File: config.mk
export PLATFORM = sky130hd
export DESIGN_NAME = ta_bank
export DESIGN_NICKNAME = d
export VERILOG_FILES = /design/src/rtl/ta_pkg.sv /design/src/rtl/ta_update.sv /design/src/rtl/ta_bank.sv
export SDC_FILE = /design/constraint.sdc
export NUM_CORES = 1
export LEC_CHECK = 0
export CORE_ASPECT_RATIO = 1.2
export CORE_UTILIZATION = 52
export CTS_BUF_LIST = sky130_fd_sc_hd__clkbuf_8 sky130_fd_sc_hd__clkbuf_16
export DETAILED_ROUTE_END_ITERATION = 8
export PLACE_DENSITY = 0.8
export SETUP_SLACK_MARGIN = 0.3
export SLEW_MARGIN = 20
export SYNTH_ARGS = -nofsm -noshare
export SYNTH_HDL_FRONTEND = slang
export SYNTH_SLANG_ARGS = --single-unit
File: constraint.sdc
create_clock -name clk -period 3 [get_ports clk]
set_input_delay 0.6 -clock clk [delete_from_list [all_inputs] [get_ports clk]]
set_output_delay 0.6 -clock clk [all_outputs]
set_load 0.01 [all_outputs]
File: src/rtl/ta_pkg.sv
// Shared definitions for the Tsetlin automaton bank: feedback codes,
// sequencer state encoding and the action-flip counter width.
package ta_pkg;

    // Per-automaton feedback codes; 2'b11 is reserved and behaves like FB_NONE.
    localparam logic [1:0] FB_NONE     = 2'b00;
    localparam logic [1:0] FB_REWARD   = 2'b01;
    localparam logic [1:0] FB_PENALTY  = 2'b10;
    localparam logic [1:0] FB_RESERVED = 2'b11;

    // Width of the saturating action-flip counter.
    localparam int FLIP_CNT_W = 16;

    // Update sequencer states.
    typedef enum logic [1:0] {
        ST_IDLE   = 2'd0,
        ST_UPDATE = 2'd1,
        ST_DONE   = 2'd2
    } bank_state_e;

endpackage

File: src/rtl/ta_update.sv
// Combinational next-state logic for a single Tsetlin automaton.
// The upper half of the state range selects the action, the lower half rejects it.
// Reward pushes the state deeper into its current half (saturating at the
// ends); penalty pushes it toward the centre and never saturates.
module ta_update
    import ta_pkg::*;
#(
    parameter int STATE_BITS = 4
) (
    input  logic [STATE_BITS-1:0] state,
    input  logic [1:0]            code,
    output logic [STATE_BITS-1:0] next_state,
    output logic                  flip
);

    localparam logic [STATE_BITS-1:0] STATE_MAX = {STATE_BITS{1'b1}};
    localparam logic [STATE_BITS-1:0] STATE_MIN = '0;

    // Apply one feedback code to one automaton state.
    always_comb begin
        // NOTE: assigning a default before the case keeps every path driven, so no latch is inferred.
        next_state = state;
        case (code)
            FB_REWARD: begin
                if (state[STATE_BITS-1]) begin
                    if (state != STATE_MAX) next_state = state + 1'b1;
                end else begin
                    if (state != STATE_MIN) next_state = state - 1'b1;
                end
            end
            FB_PENALTY: begin
                if (state[STATE_BITS-1]) next_state = state - 1'b1;
                else                     next_state = state + 1'b1;
            end
            default: next_state = state;
        endcase
    end

    // The action is the MSB, so a flip is any change of that bit.
    assign flip = next_state[STATE_BITS-1] ^ state[STATE_BITS-1];

endmodule

File: src/rtl/ta_bank.sv
// Bank of NUM_TA Tsetlin automata updated one per cycle from a captured
// feedback vector. A single ta_update instance is time-shared via the index.
// Optional feature: define TA_BANK_FLIPCNT_EN to enable the saturating
// action-flip counter on flip_count; otherwise flip_count is tied to zero.
module ta_bank
    import ta_pkg::*;
#(
    parameter int NUM_TA     = 4,
    parameter int STATE_BITS = 4
) (
    input  logic                    clk,
    input  logic                    rst_n,
    input  logic                    fb_valid,
    output logic                    fb_ready,
    input  logic [2*NUM_TA-1:0]     fb_code,
    output logic [NUM_TA-1:0]       incl,
    output logic                    busy,
    output logic                    done,
    output logic [FLIP_CNT_W-1:0]   flip_count
);

    localparam int IDX_W = (NUM_TA > 1) ? $clog2(NUM_TA) : 1;
    localparam logic [IDX_W-1:0] LAST_IDX = IDX_W'(NUM_TA - 1);
    // Weak exclude: just below the midpoint.
    localparam logic [STATE_BITS-1:0] RESET_STATE = {1'b0, {(STATE_BITS-1){1'b1}}};

    bank_state_e               fsm_q, fsm_d;
    logic                      ready_q, ready_d;
    logic                      busy_q, busy_d;
    logic                      done_q, done_d;
    logic [2*NUM_TA-1:0]       code_q, code_d;
    logic [IDX_W-1:0]          idx_q, idx_d;
    logic [STATE_BITS-1:0]     ta_state_q [NUM_TA];
    logic [STATE_BITS-1:0]     ta_state_d [NUM_TA];

    logic [STATE_BITS-1:0]     cur_state;
    logic [STATE_BITS-1:0]     upd_state;
    logic [1:0]                cur_code;
    logic                      upd_flip;
    logic                      accept;

    assign accept    = ready_q & fb_valid;
    assign cur_state = ta_state_q[idx_q];
    assign cur_code  = code_q[{idx_q, 1'b0} +: 2];

    ta_update #(
        .STATE_BITS (STATE_BITS)
    ) u_update (
        .state      (cur_state),
        .code       (cur_code),
        .next_state (upd_state),
        .flip       (upd_flip)
    );

    // Sequencer next state, captured feedback, index and per-state output flags.
    always_comb begin
        fsm_d  = fsm_q;
        code_d = code_q;
        idx_d  = idx_q;
        case (fsm_q)
            ST_IDLE: begin
                if (accept) begin
                    code_d = fb_code;
                    idx_d  = '0;
                    fsm_d  = ST_UPDATE;
                end
            end
            ST_UPDATE: begin
                if (idx_q == LAST_IDX) begin
                    idx_d = '0;
                    fsm_d = ST_DONE;
                end else begin
                    idx_d = idx_q + 1'b1;
                end
            end
            ST_DONE:  fsm_d = ST_IDLE;
            default:  fsm_d = ST_IDLE;
        endcase
        // Outputs are registered versions of the state being entered.
        ready_d = (fsm_d == ST_IDLE);
        busy_d  = (fsm_d == ST_UPDATE);
        done_d  = (fsm_d == ST_DONE);
    end

    // Write back the shared updater result to the automaton under the index.
    always_comb begin
        for (int i = 0; i < NUM_TA; i++) ta_state_d[i] = ta_state_q[i];
        if (fsm_q == ST_UPDATE) ta_state_d[idx_q] = upd_state;
    end

    // Sequencer, output flags and automaton state registers.
    always_ff @(posedge clk or negedge rst_n) begin
        if (!rst_n) begin
            fsm_q   <= ST_IDLE;
            ready_q <= 1'b0;
            busy_q  <= 1'b0;
            done_q  <= 1'b0;
            code_q  <= '0;
            idx_q   <= '0;
            // NOTE: the state array is reset on purpose -- a reset must discard any half-applied update.
            for (int i = 0; i < NUM_TA; i++) ta_state_q[i] <= RESET_STATE;
        end else begin
            fsm_q   <= fsm_d;
            ready_q <= ready_d;
            busy_q  <= busy_d;
            done_q  <= done_d;
            code_q  <= code_d;
            idx_q   <= idx_d;
            for (int i = 0; i < NUM_TA; i++) ta_state_q[i] <= ta_state_d[i];
        end
    end

    // The action of each automaton is the MSB of its state.
    always_comb begin
        for (int i = 0; i < NUM_TA; i++) incl[i] = ta_state_q[i][STATE_BITS-1];
    end

    assign fb_ready = ready_q;
    assign busy     = busy_q;
    assign done     = done_q;

`ifdef TA_BANK_FLIPCNT_EN
    logic [FLIP_CNT_W-1:0] flip_cnt_q, flip_cnt_d;

    // Count processed automata whose action changed, saturating at all-ones.
    always_comb begin
        flip_cnt_d = flip_cnt_q;
        if ((fsm_q == ST_UPDATE) && upd_flip && (flip_cnt_q != {FLIP_CNT_W{1'b1}}))
            flip_cnt_d = flip_cnt_q + 1'b1;
    end

    // Flip counter register.
    always_ff @(posedge clk or negedge rst_n) begin
        if (!rst_n) flip_cnt_q <= '0;
        else        flip_cnt_q <= flip_cnt_d;
    end

    assign flip_count = flip_cnt_q;
`else
    logic unused_flip;
    assign unused_flip = upd_flip;
    assign flip_count  = '0;
`endif

endmodule

==> load_flow_metrics.sql <==
INSERT INTO impl_metrics (metric_group, metric, value, unit) VALUES
('floorplanning', 'design.portCount', '34', ''),
('worst_setup_path', 'worstPathArrival', '2780', 'ps'),
('placed_design', 'gp_congestion', '0.880', ''),
('placed_design', 'dpl-instance-area', '0.00195', 'mm²'),
('floorplanning', 'die_w', '56.0', 'µm'),
('global_route', 'grt_pass1_wl', '5360', 'µm'),
('logic_synthesis', 'count_of_flip_flops_with_a_built_in_enable_after_synthesis', '0', ''),
('worst_setup_path', 'regToRegEndpoint', 'ta_state_q[5]', ''),
('timing', 'hold_viol', '0', ''),
('timing', 'setup_repair_after_global_routing_missed_its_margin', 'no', ''),
('finish', 'fillerInstances', '288', ''),
('global_route', 'groute.layer.met3.usage', '0.0388', ''),
('cts', 'clk_pin_slew', '60', 'ps'),
('routing', 'post_detailed_route_count_of_antenna_violating_nets', '0', ''),
('global_route', 'grt_overflow_total', '0', ''),
('global_route', 'global_route.usage.met1', '0.208', ''),
('logic_synthesis', 'postSynthRegisterBits', '31', ''),
('logic_synthesis', 'share_of_the_synthesized_netlist_area_taken_by_xor_and_xnor_gates', '0.00481', ''),
('finish', 'share_of_post_route_cells_with_drive_strength_above_1', '0.230', ''),
('worst_setup_path', 'crit_path_start_kind', 'flip-flop', ''),
('cts', 'numCtsBuffers', '5', ''),
('floorplanning', 'floorplan.rows', '23', ''),
('worst_setup_path', 'worst_setup_path_end_kind', 'flip-flop', ''),
('logic_synthesis', 'synth_simple_gate_area_share', '0.109', ''),
('placed_design', 'dp_worst_setup_slack', '352', 'ps'),
('cts', 'cts_max_level', '2', ''),
('logic_synthesis', 'ys.warnings.count', '0', ''),
('finish', 'syn2layout_area_growth', '14.0', '%'),
('pwr', 'total_leakage_power', '0.890', 'nW'),
('floorplanning', 'placeableCoreArea', '0.00334', 'mm²'),
('placed_design', 'post-dp-hpwl', '2320', 'µm'),
('cts', 'cts_num_sinks', '31', ''),
('routing', 'detail_route.first_pass.iterations', '4', ''),
('global_route', 'globalRouteMet2Util', '0.341', ''),
('pwr', 'irDropWorstVdd', '722', 'µV'),
('global_route', 'grt_most_used_layer', 'met2', ''),
('finish', 'diodes', '0', ''),
('logic_synthesis', 'average_size_of_a_mapped_cell', '10.5', 'µm²'),
('timing', 'period_needed', '2580', 'ps'),
('floorplanning', 'initial_core_util', '0.545', ''),
('logic_synthesis', 'synth_top_flop_cell', 'sky130_fd_sc_hd__dfrtp_1', ''),
('timing', 'slew_viol_final', '0', ''),
('outcome', 'outcome', 'complete, no violations', ''),
('global_route', 'grt.total_usage', '0.187', ''),
('floorplanning', 'die-area', '0.00374', 'mm²'),
('routing', 'post-route-drc-count', '0', ''),
('cts', 'max_root_sink_buffers', '2', ''),
('placed_design', 'place.port_buffers', '17', ''),
('pwr', 'cellPowerDensity', '1190', 'mW/mm²'),
('hold_path', 'holdCritStartpoint', 'ta_state_q[6]', ''),
('run', 'maxCapViolations', '0', ''),
('logic_synthesis', 'synth_mux_area_frac', '0.130', ''),
('cts', 'post-cts-setup-buffer-count', '0', ''),
('logic_synthesis', 'synth_top_family_by_area', 'compound AO/OA/AOI/OAI gates', ''),
('routing', 'total_wire_length_after_detailed_routing', '3130', 'µm'),
('timing', 'clk_skew', '5.20', 'ps'),
('logic_synthesis', 'synth-seq-area-share', '0.434', ''),
('worst_setup_path', 'crit_fanout', '10', ''),
('timing', 'fmax', '388', 'MHz'),
('worst_setup_path', 'reg2reg_depth', '8', ''),
('logic_synthesis', 'synth_cells', '173', ''),
('routing', 'via_count', '1267', ''),
('logic_synthesis', 'synth-adder-area-share', '0.0550', ''),
('worst_setup_path', 'launching_point_of_the_worst_reg2reg_path', 'idx_q[0]', ''),
('cts', 'cts_root_cell', 'sky130_fd_sc_hd__clkbuf_8', ''),
('logic_synthesis', 'synth.distinct_cells', '40', ''),
('timing', 'setup_total_negative_slack', '0', 'ps'),
('finish', 'finish.instance_area', '0.00208', 'mm²'),
('logic_synthesis', 'synth_compound_area_frac', '0.135', ''),
('routing', 'post_drt_wl_per_cell', '13.7', 'µm'),
('routing', 'route.detailed.vias_per_inst', '5.56', '');
## cells by family (layout without fill, tap and decap cells)
group / count (synthesis) / count (layout)
adder cells (fa/ha/maj): 8 / 8
XOR/XNOR: 1 / 1
other: 1 / 16
flip-flops: 31 / 31
AND/OR/NAND/NOR: 42 / 42
buffers and inverters: 39 / 42
multiplexers: 14 / 14
AO/OA/AOI/OAI: 37 / 37
## power breakdown
group,leakage (nW),internal (W),switching (W)
sequential,0.360,0.000630,0.000122
combinational,0.469,0.000627,0.000683
clock,0.0612,0.000268,0.000149
## worst max-delay path by stage
stage               endpoint  slack (ps)  depth (start not counted)
5_1_grt        ta_state_q[1]         300                          8
3_3_place_gp   ta_state_q[2]         420                          8
4_1_cts        ta_state_q[2]         340                          8
3_5_place_dp   ta_state_q[2]         350                          8
6_report       ta_state_q[5]         420                          8
2_1_floorplan  ta_state_q[2]         490                         10
## layer usage
layer | part of all wire | up-vias
li1 | - | 601
met1 | 0.42 | 613
met2 | 0.51 | 47
met3 | 0.044 | 6
met4 | 0.022 | 0
met5 | 0 | -
## flip-flops by register name, indices dropped and copies added, names as in the netlist
register / flops
done: 1
fsm_q: 2
fb_ready: 1
code_q: 8
idx_q: 2
ta_state_q: 12
incl: 4
busy: 1
## final cells by class
cell class / count / area (µm²) / share of cell area
clock buffers: 6 / 82.6 / 0.0398
clock inverters: 2 / 35.0 / 0.0169
inverters: 11 / 41.3 / 0.0199
multi-input cells: 118 / 863 / 0.416
flip-flops and latches: 31 / 792 / 0.382
well taps: 37 / 46.3 / 0.0223
repair buffers: 23 / 215 / 0.104
## synthesized netlist by cell type, types with 5 or more instances
| library cell | count | area share |
|---|---|---|
| sky130_fd_sc_hd__o21ai_0 | 6 | 0.016 |
| sky130_fd_sc_hd__o21ai_1 | 13 | 0.036 |
| sky130_fd_sc_hd__dfrtp_1 | 19 | 0.26 |
| sky130_fd_sc_hd__ha_1 | 8 | 0.055 |
| sky130_fd_sc_hd__buf_4 | 20 | 0.082 |
| sky130_fd_sc_hd__clkbuf_1 | 5 | 0.010 |
| sky130_fd_sc_hd__inv_1 | 11 | 0.023 |
| sky130_fd_sc_hd__dfstp_2 | 12 | 0.17 |
| sky130_fd_sc_hd__nand2_1 | 27 | 0.056 |
| sky130_fd_sc_hd__mux2_2 | 8 | 0.049 |
## per-stage QoR
stage	total power [W]	hold WS, ps	cells
after global placement	0.00196	450	220
after CTS	0.00244	464	228
after global routing	0.00266	480	228
final	0.00248	463	228
after floorplan	0.00170	304	188
after detailed placement	0.00202	456	220
## critical path, stage by stage, from the launching register on
cell and delay (ps):
sky130_fd_sc_hd__dfrtp_2 470, sky130_fd_sc_hd__mux4_1 600, sky130_fd_sc_hd__ha_1 480, sky130_fd_sc_hd__nor2b_2 110, sky130_fd_sc_hd__o211ai_1 130, sky130_fd_sc_hd__o22ai_1 140, sky130_fd_sc_hd__a311oi_1 300, sky130_fd_sc_hd__buf_4 190
sky130_fd_sc_hd__o21ai_1 60
## what timing repair did
action,4_1_cts,5_1_grt
setup endpoints to repair,0,12
hold buffers,0,0
resized for setup,0,3
No activity file was read; power rests on OpenSTA's default activity.
==> variant, RTL diff (same settings) <==
Add a define of `TA_BANK_FLIPCNT_EN`.
--- a/src/rtl/ta_bank.sv
+++ b/src/rtl/ta_bank.sv
@@ -2,6 +2,8 @@
 // feedback vector. A single ta_update instance is time-shared via the index.
 // Optional feature: define TA_BANK_FLIPCNT_EN to enable the saturating
 // action-flip counter on flip_count; otherwise flip_count is tied to zero.
+`define TA_BANK_FLIPCNT_EN
+
 module ta_bank
     import ta_pkg::*;
 #(
Behaviour: not the same (a bounded check fails within 4 cycles, from zero or initial values and one cycle with rst_n low).
==> variant against the unedited design <==
  * Synthesized cell count increased by 33%
  * Clock skew increased by 0.0036 ns
  * Global-route usage increased by 4.4 points
  * Area after synthesis increased by 40%
  * Power increased by 35%
  * Final cell count increased by 47%
  * Maximum frequency decreased by 10%
  * Sequential cell count increased by 16
  * Non-clock buffer count increased by 28
  * Worst setup slack got worse by 0.29 ns
  * Sequential power increased by 34%
  * Routed wire length increased by 80%
  * Cell area increased by 54%
==> variant: results (changes against the unedited design) <==
met3 routed WL=133 um (was 138 um); sequential area share after synthesis=46.58% (was 43.44%); final layout net count=297 (was 209); Multi-input gate area=1299 sq um (was 863.3 sq um); post-synthesis cell type count=50 (was 40); Synth area leaders=dfrtp_1 34%, dfstp_2 12%, xor2_1 4.5% (was dfrtp_1 26%, dfstp_2 17%, buf_4 8.2%); max FFs per register=16 (was 12); Synth Area in Compound Gates=11.25% (was 13.47%); Adder-Cell Fraction of Synth Area=4.403% (was 5.498%); Met1 Wirelength=2487 um (was 1312 um); layout cell share with drive strength beyond 1=27.70% (was 23.04%); Mapped Cells=230 (was 173); vias in the first global route=1,899 (was 1,242); skew final=0.008845 ns (was 0.005197 ns); worst-path maximum fanout=6 (was 10); postcts setup bufs=3 (was 0); GRT Total Usage=23.12% (was 18.75%); placed inst area=2938 sq um (was 1948 sq um); Via density=5.708 (was 5.557); pre-CTS setup slack=0.06088 ns (was 0.3523 ns); clk slew on worst S/H paths=0.08 ns (was 0.06 ns); Worst Hold Class=input port to asynchronous set/reset pin (was register to register); via count of the routed design=1,918 (was 1,267); mux share of post-synthesis cell area=10.23% (was 12.99%); cell internal pwr=1976 uW (was 1525 uW); first-pass GRT wire length=9094 um (was 5361 um); CP max stage delay=0.66 ns (was 0.60 ns); Post-DP HPWL=3742 um (was 2322 um); most frequent cells after synthesis=35 x dfrtp_1, 30 x nand2_1, 19 x o21ai_0 (was 27 x nand2_1, 20 x buf_4, 19 x dfrtp_1); pin count of the biggest net entering global routing=48 (was 32); grt met3 use=3.736% (was 3.883%); Lkg Pwr=0.001430 uW (was 0.0008898 uW); PostCTS Resize Cnt=12 (was 0); peak supply drop=0.0005183 V (was 0.0007221 V); Routed wire per std cell=16.77 um (was 13.73 um); met2 Use GR=38.57% (was 34.08%); Synth Area in XOR/XNOR=5.479% (was 0.4811%); Buffers on Ports=33 (was 17); outcome=completed (unchanged)
==> variant: cell type report <==
cell class / count / area share (%)
Clock buffer: 6 / 2.589
Clock inverter: 2 / 0.3923
Inverter: 16 / 1.883
Multi-Input combinational cell: 156 / 40.72
Sequential cell: 47 / 37.39
Tap cell: 58 / 2.275
Timing Repair Buffer: 51 / 14.75
==> variant: power groups by stage <==
stage | clock, uW | combinational [uW] | sequential [uW]
global route | 422 | 2150 | 1040
CTS | 398 | 1860 | 1010
finish | 391 | 1950 | 1010
detailed placement | 0 | 1730 | 1020
floorplan | 0 | 1330 | 975
global placement | 0 | 1680 | 1010
==> variant: final timing paths <==
path	start	endpoint	slack, ns	cells after the start
min in group clk	ta_state_q[4]	ta_state_q[4]	0.47	2
setup reg to reg	idx_q[0]	flip_count[8]	0.13	8
hold reg to reg	ta_state_q[4]	ta_state_q[4]	0.47	2
max in group asynchronous	rst_n	idx_q[0]	2.29	1
hold / removal	rst_n	flip_count[2]	0.29	1
setup / recovery	idx_q[0]	flip_count[8]	0.13	8
